**config.mk**
```make
export PLATFORM = sky130hd
export DESIGN_NAME = mem_responder_flat
export DESIGN_NICKNAME = d
export VERILOG_FILES = /design/src/rtl/mem_responder_if.sv /design/src/rtl/mem_responder.sv /design/src/flat_wrapper.sv
export SDC_FILE = /design/constraint.sdc
export NUM_CORES = 2
export LEC_CHECK = 0
export BUFFER_PORTS_ARGS = -buffer_cell sky130_fd_sc_hd__clkbuf_2
export CAP_MARGIN = 20
export CORE_ASPECT_RATIO = 0.8
export CORE_UTILIZATION = 40
export DETAILED_ROUTE_END_ITERATION = 10
export HOLD_SLACK_MARGIN = 0.15
export PLACE_DENSITY = 0.64
export SETUP_SLACK_MARGIN = 0.4
export SYNTH_ARGS = -nofsm -noshare
export SYNTH_HDL_FRONTEND = slang
export SYNTH_SLANG_ARGS = --single-unit
```
**constraint.sdc**
```tcl
create_clock -name clk -period 7.8 [get_ports clk]
set_input_delay 0.39 -clock clk [delete_from_list [all_inputs] [get_ports clk]]
set_output_delay 0.39 -clock clk [all_outputs]
set_load 0.1 [all_outputs]
```
**src/rtl/mem_responder_if.sv**
```systemverilog
// Request/response bundle between an initiator and the mem_responder.
interface mem_responder_if;
  logic        enable;
  logic        wr;
  logic [15:0] addr;
  logic [15:0] data_in;
  logic [15:0] data_out;
  logic        stall;
  logic        done;
  logic        err;

  modport master (
    output enable, wr, addr, data_in,
    input  data_out, stall, done, err
  );

  modport slave (
    input  enable, wr, addr, data_in,
    output data_out, stall, done, err
  );
endinterface

```
**src/rtl/mem_responder.sv**
```systemverilog
// Fixed-latency word memory responder with an IDLE/BUSY/RESP handshake.
// Optional odd-address fault detection is enabled by defining MEM_ALIGN_CHECK_EN.
module mem_responder #(
  parameter int unsigned LATENCY   = 4,
  parameter int unsigned ADDR_BITS = 8
) (
  input logic           clk,
  input logic           rst,
  mem_responder_if.slave bus
);

  localparam int unsigned Words   = 1 << ADDR_BITS;
  localparam logic [3:0]  LoadCnt = 4'(LATENCY - 1);

  typedef enum logic [1:0] {StIdle, StBusy, StResp} state_e;

  state_e                 state_q, state_d;
  logic [3:0]             cnt_q, cnt_d;
  logic                   req_wr_q;
  logic [ADDR_BITS-1:0]   req_idx_q;
  logic [15:0]            req_data_q;
  logic                   req_fault_q;
  logic                   in_fault;
  logic                   accept;

  logic [15:0]            mem [Words];

  logic                   commit_we;
  logic [ADDR_BITS-1:0]   commit_idx;
  logic [15:0]            commit_data;
  logic                   commit_fault;

  assign accept = bus.enable && (state_q != StBusy);

`ifdef MEM_ALIGN_CHECK_EN
  assign in_fault = bus.addr[0];
`else
  assign in_fault = 1'b0;
`endif

  always_comb begin
    state_d = state_q;
    cnt_d   = cnt_q;
    unique case (state_q)
      StIdle, StResp: begin
        if (accept) begin
          if (LATENCY == 1) begin
            state_d = StResp;
          end else begin
            state_d = StBusy;
            cnt_d   = LoadCnt;
          end
        end else if (state_q == StResp) begin
          state_d = StIdle;
        end
      end
      StBusy: begin
        cnt_d = cnt_q - 4'd1;
        if (cnt_q == 4'd1) begin
          state_d = StResp;
        end
      end
      default: begin
        state_d = StIdle;
        cnt_d   = '0;
      end
    endcase
  end

  always_ff @(posedge clk or negedge rst) begin
    if (!rst) begin
      state_q     <= StIdle;
      cnt_q       <= '0;
      req_wr_q    <= 1'b0;
      req_idx_q   <= '0;
      req_data_q  <= '0;
      req_fault_q <= 1'b0;
    end else begin
      state_q <= state_d;
      cnt_q   <= cnt_d;
      if (accept) begin
        req_wr_q    <= bus.wr;
        req_idx_q   <= bus.addr[ADDR_BITS:1];
        req_data_q  <= bus.data_in;
        req_fault_q <= in_fault;
      end
    end
  end

  // The commit happens on the edge entering RESP; with LATENCY=1 that is the
  // acceptance edge itself, so the live inputs are used instead of the registers.
  always_comb begin
    commit_we    = 1'b0;
    commit_idx   = req_idx_q;
    commit_data  = req_data_q;
    commit_fault = req_fault_q;
    if (LATENCY == 1) begin
      commit_we    = accept && bus.wr;
      commit_idx   = bus.addr[ADDR_BITS:1];
      commit_data  = bus.data_in;
      commit_fault = in_fault;
    end else begin
      commit_we = (state_q == StBusy) && (cnt_q == 4'd1) && req_wr_q;
    end
  end

  // Storage is deliberately outside the reset domain.
  always_ff @(posedge clk) begin
    if (commit_we && !commit_fault) begin
      mem[commit_idx] <= commit_data;
    end
  end

  always_comb begin
    bus.stall    = (state_q == StBusy);
    bus.done     = (state_q == StResp);
    bus.data_out = '0;
    bus.err      = 1'b0;
    if (state_q == StResp) begin
      if (req_fault_q) begin
        bus.err = 1'b1;
      end else if (!req_wr_q) begin
        bus.data_out = mem[req_idx_q];
      end
    end
  end

endmodule

```
**src/flat_wrapper.sv**
```systemverilog
// flat-port wrapper written by rule: the top's interface ports become plain ports
module mem_responder_flat 
#(
  parameter int unsigned LATENCY   = 4,
  parameter int unsigned ADDR_BITS = 8
)
  (clk, rst, bus_enable, bus_wr, bus_addr, bus_data_in, bus_data_out, bus_stall, bus_done, bus_err);
  mem_responder_if bus_i ();
  input logic clk;
  input logic rst;
  input wire logic [$bits(bus_i.enable)-1:0] bus_enable;
  input wire logic [$bits(bus_i.wr)-1:0] bus_wr;
  input wire logic [$bits(bus_i.addr)-1:0] bus_addr;
  input wire logic [$bits(bus_i.data_in)-1:0] bus_data_in;
  output wire logic [$bits(bus_i.data_out)-1:0] bus_data_out;
  output wire logic [$bits(bus_i.stall)-1:0] bus_stall;
  output wire logic [$bits(bus_i.done)-1:0] bus_done;
  output wire logic [$bits(bus_i.err)-1:0] bus_err;
  assign bus_i.enable = bus_enable;
  assign bus_i.wr = bus_wr;
  assign bus_i.addr = bus_addr;
  assign bus_i.data_in = bus_data_in;
  assign bus_data_out = bus_i.data_out;
  assign bus_stall = bus_i.stall;
  assign bus_done = bus_i.done;
  assign bus_err = bus_i.err;
  mem_responder #(.LATENCY(LATENCY), .ADDR_BITS(ADDR_BITS)) u_core (.clk(clk), .rst(rst), .bus(bus_i));
endmodule
```
==> impl_summary.md <==
Run status
The run finished with clean final reports.

Timing
The worst path uses around nine tenths of the clock period. Across the routed clock network, the largest skew measured is 0.0614 ns. The count of endpoints failing hold in the final timing report is 0. The total of endpoints with negative setup slack in the final report is 0.

Setup repair after global routing left no endpoint under its margin. The peak clock frequency supported by timing is 0.141 GHz. The number of slew-limit violations in the final report is 0. The time the final worst path needs with I/O delays and setup is 7.09 ns. At the pin with the least slew margin, the transition time is 1.41 ns. For the final routed database, the setup TNS stands at 0 ns. In this run the tightest slew margin relative to its limit is 5.74%.

Synthesis
The post-synthesis register bit count is between 4,000 and 5,000. Counting distinct cell types in the post-synthesis netlist gives 55. Averaged over all synthesized cells, the footprint is 19.9 sq um. The most used flip-flop cell after synthesis is edfxtp_1. The synthesized area is between 150,000 and 200,000 sq um. The count of synthesis-stage warnings from yosys is 0. The synthesized design contains 4,096 enable-type register cells. Of all flip-flops after synthesis, the portion carrying an async set or reset was 0.751%. Counting every net in the synthesized netlist gives 8,027. The register area share after synthesis is 77.7%. The post-synthesis cell count is 7,989.

Worst hold path
In this run the most critical hold path is launched from bus_data_in[13]. Counting instances, the worst hold path has a depth of 3. The class of the worst hold path is input pin to register. The worst hold path terminates at u_core.commit_data[13]$_DFFE_PN0P_.

Clock network
The TritonCTS clock tree is built. CTS built an H-tree with a depth of 5. The clock sink total is roughly 4,100. In this run the clock root is driven by a clkbuf_16. Buffers inserted during clock tree synthesis total 386.

The latest clock arrival within the worst-skew pair is ~0.92 ns. Clock-pin slew was measured on the worst setup and hold paths at 0.06 ns. The buffer count from post-CTS setup fixing is 0. The clock passes through at most 4 buffers.

Critical path
STA classifies the critical path startpoint as a register. Data on the critical path arrives at its endpoint at 6.70 ns. The data required time of the worst path is 7.41 ns. The type of the worst setup path is register to output pin. The critical register-to-register path endpoint is u_core.mem[167][4]$_DFFE_PP_. The path depth of the worst reg2reg path is 7. The critical path endpoint category is an output pin. The critical path goes through nand4b_4 > buf_4 > o22ai_1 > nor4_1 > nand2_1 > o31ai_2 > nand4_1 > or3_1 > clkbuf_2. The slowest stage of the critical path is the dfrtp_1 cell. For this run, the slowest stage of the critical path takes 1.11 ns. The worst register-to-register path begins at u_core.commit_idx[1]$_DFFE_PN0P_. In this run the register-to-register setup slack is 2.70 ns. The highest fanout seen on the critical path is 29.

Die
The die span in x is 707 um. The top-level port count is 55. The number of core rows is 206. The die outline height is 566 um. The core region is 395,000 sq um. The effective utilization at floorplan is about 40%. The die covers 401,000 sq um.

Global route
The total routing usage reported by global routing is 19.8%. The first-pass GRT wire length is 578,000 um. After global routing the overflow that remains totals 0. The initial antenna violation count is 23. The maximum number of pins on one net before global-route repair is 183. The via count of the first global-routing pass was 78,900.

Place
During placement, the flow inserted port buffers numbering 45. The final weighted congestion of routability-driven global placement is 0.865. The number of cells after detailed placement is around 13,000.

The half-perimeter wire length after placement is about 240,000 um.

Cells and area
Leaving out filler cells and counting taps, the final layout contains 14,000. The net count of the finished layout is 8,449. The library cells used most frequently in the layout, excluding fill and tap cells, are edfxtp_1, mux2i_1, mux4_2. In the final layout, the share of cells above drive strength 1 is 19.6%.

The area growth from synthesis to layout is 13.3%. Leaving out fill and tap cells, the most frequent cell in the layout is edfxtp_1. The layout has 32,900 filler cells.

Pwr
The power per cell area is 363 nW/um^2. The leakage dissipation is 58.5 nW. The worst-case IR drop observed on VDD is 0.390 mV.

Route
The residual DRC count is 0. Dividing the detail-routed wire length by the instance count gives 29.1 um. The first routing iteration left 11,500 violations. The average vias per placed instance is 5.79. The number of iterations in the first detailed-routing pass is 6. The routed design has 409,000 um of wire. The routed layout has 81,200 vias. The count of nets left with antenna violations once routing finished came out at 0.

Run
The number of maximum-capacitance constraint violations is 0.
repair_timing:
action                                 4_1_cts  5_1_grt
setup endpoints to repair                    0        0
gates resized for setup                      0        0
hold buffers                                28        0
endpoints found under the hold margin       61        0
stage by stage:
stage	instance area (sq um)	setup slack, ns	utilization, %	hold slack [ns]	power [mW]
2_1_floorplan	159000	3.82	-	0.0944	40.8
3_3_place_gp	168000	1.71	42.4	0.511	46.6
3_5_place_dp	168000	1.72	42.5	0.516	47.1
4_1_cts	180000	0.728	45.7	0.191	65.6
5_1_grt	180000	0.697	45.7	0.233	67.5
6_report	180000	0.712	45.7	0.251	65.5
synthesized netlist by cell type, types with 16 or more instances:
master	instances	area share, %
a21oi_1	77	0.24
a221oi_1	18	0.099
a22oi_1	316	1.5
a31oi_1	17	0.067
and3_1	80	0.31
buf_1	22	0.052
buf_2	199	0.63
buf_4	34	0.16
buf_6	40	0.28
clkbuf_1	191	0.45
dfrtp_1	31	0.49
edfxtp_1	4096	77
mux2_2	55	0.39
mux2i_1	916	5.8
mux4_2	554	7.8
nand2_1	189	0.45
nand2b_1	19	0.075
nand3_1	170	0.53
nand4_1	22	0.086
nor2_1	333	0.78
nor2b_1	70	0.27
nor3_1	20	0.063
nor4_1	61	0.24
o221ai_1	30	0.16
o22ai_1	253	0.99
o31ai_1	61	0.29
or3_1	16	0.063
state kept, by name, summed over array words and instances (netlist names):
register,count
u_core.mem,4096
u_core.state_q,2
u_core.commit_idx,8
u_core.cnt_q,4
u_core.commit_data,16
u_core.req_wr_q,1
kinds of logic after synthesis:
family,synth area share (%)
flip-flops,77.7
multiplexers,14.0
AND/OR/NAND/NOR,3.15
AO/OA/AOI/OAI,3.53
buffers and inverters,1.59
adder cells (fa/ha/maj),0.0157
XOR/XNOR,0.0110
other,0.00235
where the power goes:
group          switching (mW)  leakage [nW]  internal, mW
combinational            12.0          15.3          5.90
sequential              0.973          37.2          27.9
clock                    8.02          6.07          10.7
final cells by class:
cell class | instances | area [sq um] | share of cell area [%]
timing repair buffer | 521 | 4350 | 2.41
multi-input combinational | 3368 | 33200 | 18.4
clock buffer | 476 | 10200 | 5.65
clock inverter | 225 | 2210 | 1.22
tap | 5304 | 6640 | 3.68
inverter | 7 | 26.3 | 0.0146
sequential | 4127 | 124000 | 68.6
antenna | 11 | 27.5 | 0.0153
critical path, delay by kind of cell (launching register included):
kind                   cells  cell delay [ns]
and+or+nand+nor            5             2.63
DFF                        1             1.11
AOI/OAI and AO/OA          2             1.04
buffers and inverters      2             0.89
worst max path at each step:
stage,startpoint,to,cells past startpoint
3_3_place_gp,u_core.commit_idx[5]$_DFFE_PN0P_,bus_data_out[12],9
5_1_grt,u_core.commit_idx[5]$_DFFE_PN0P_,bus_data_out[5],9
6_report,u_core.commit_idx[5]$_DFFE_PN0P_,bus_data_out[5],9
3_5_place_dp,u_core.commit_idx[5]$_DFFE_PN0P_,bus_data_out[11],9
4_1_cts,u_core.commit_idx[5]$_DFFE_PN0P_,bus_data_out[11],9
2_1_floorplan,u_core.commit_data[0]$_DFFE_PN0P_,u_core.mem[0][0]$_DFFE_PP_,0
routing by layer:
layer | GRT usage (%) | share of wire, % | wire (um) | vias up
met1 | 29.6 | 42 | 173000 | 42700
li1 | - | - | - | 33800
met5 | 0 | 0.015 | 60 | -
met4 | 5.78 | 2.9 | 12000 | 10
met3 | 4.40 | 11 | 43000 | 566
met2 | 29.0 | 44 | 181000 | 4172
Note: power is estimated with default switching activity, not from simulation.
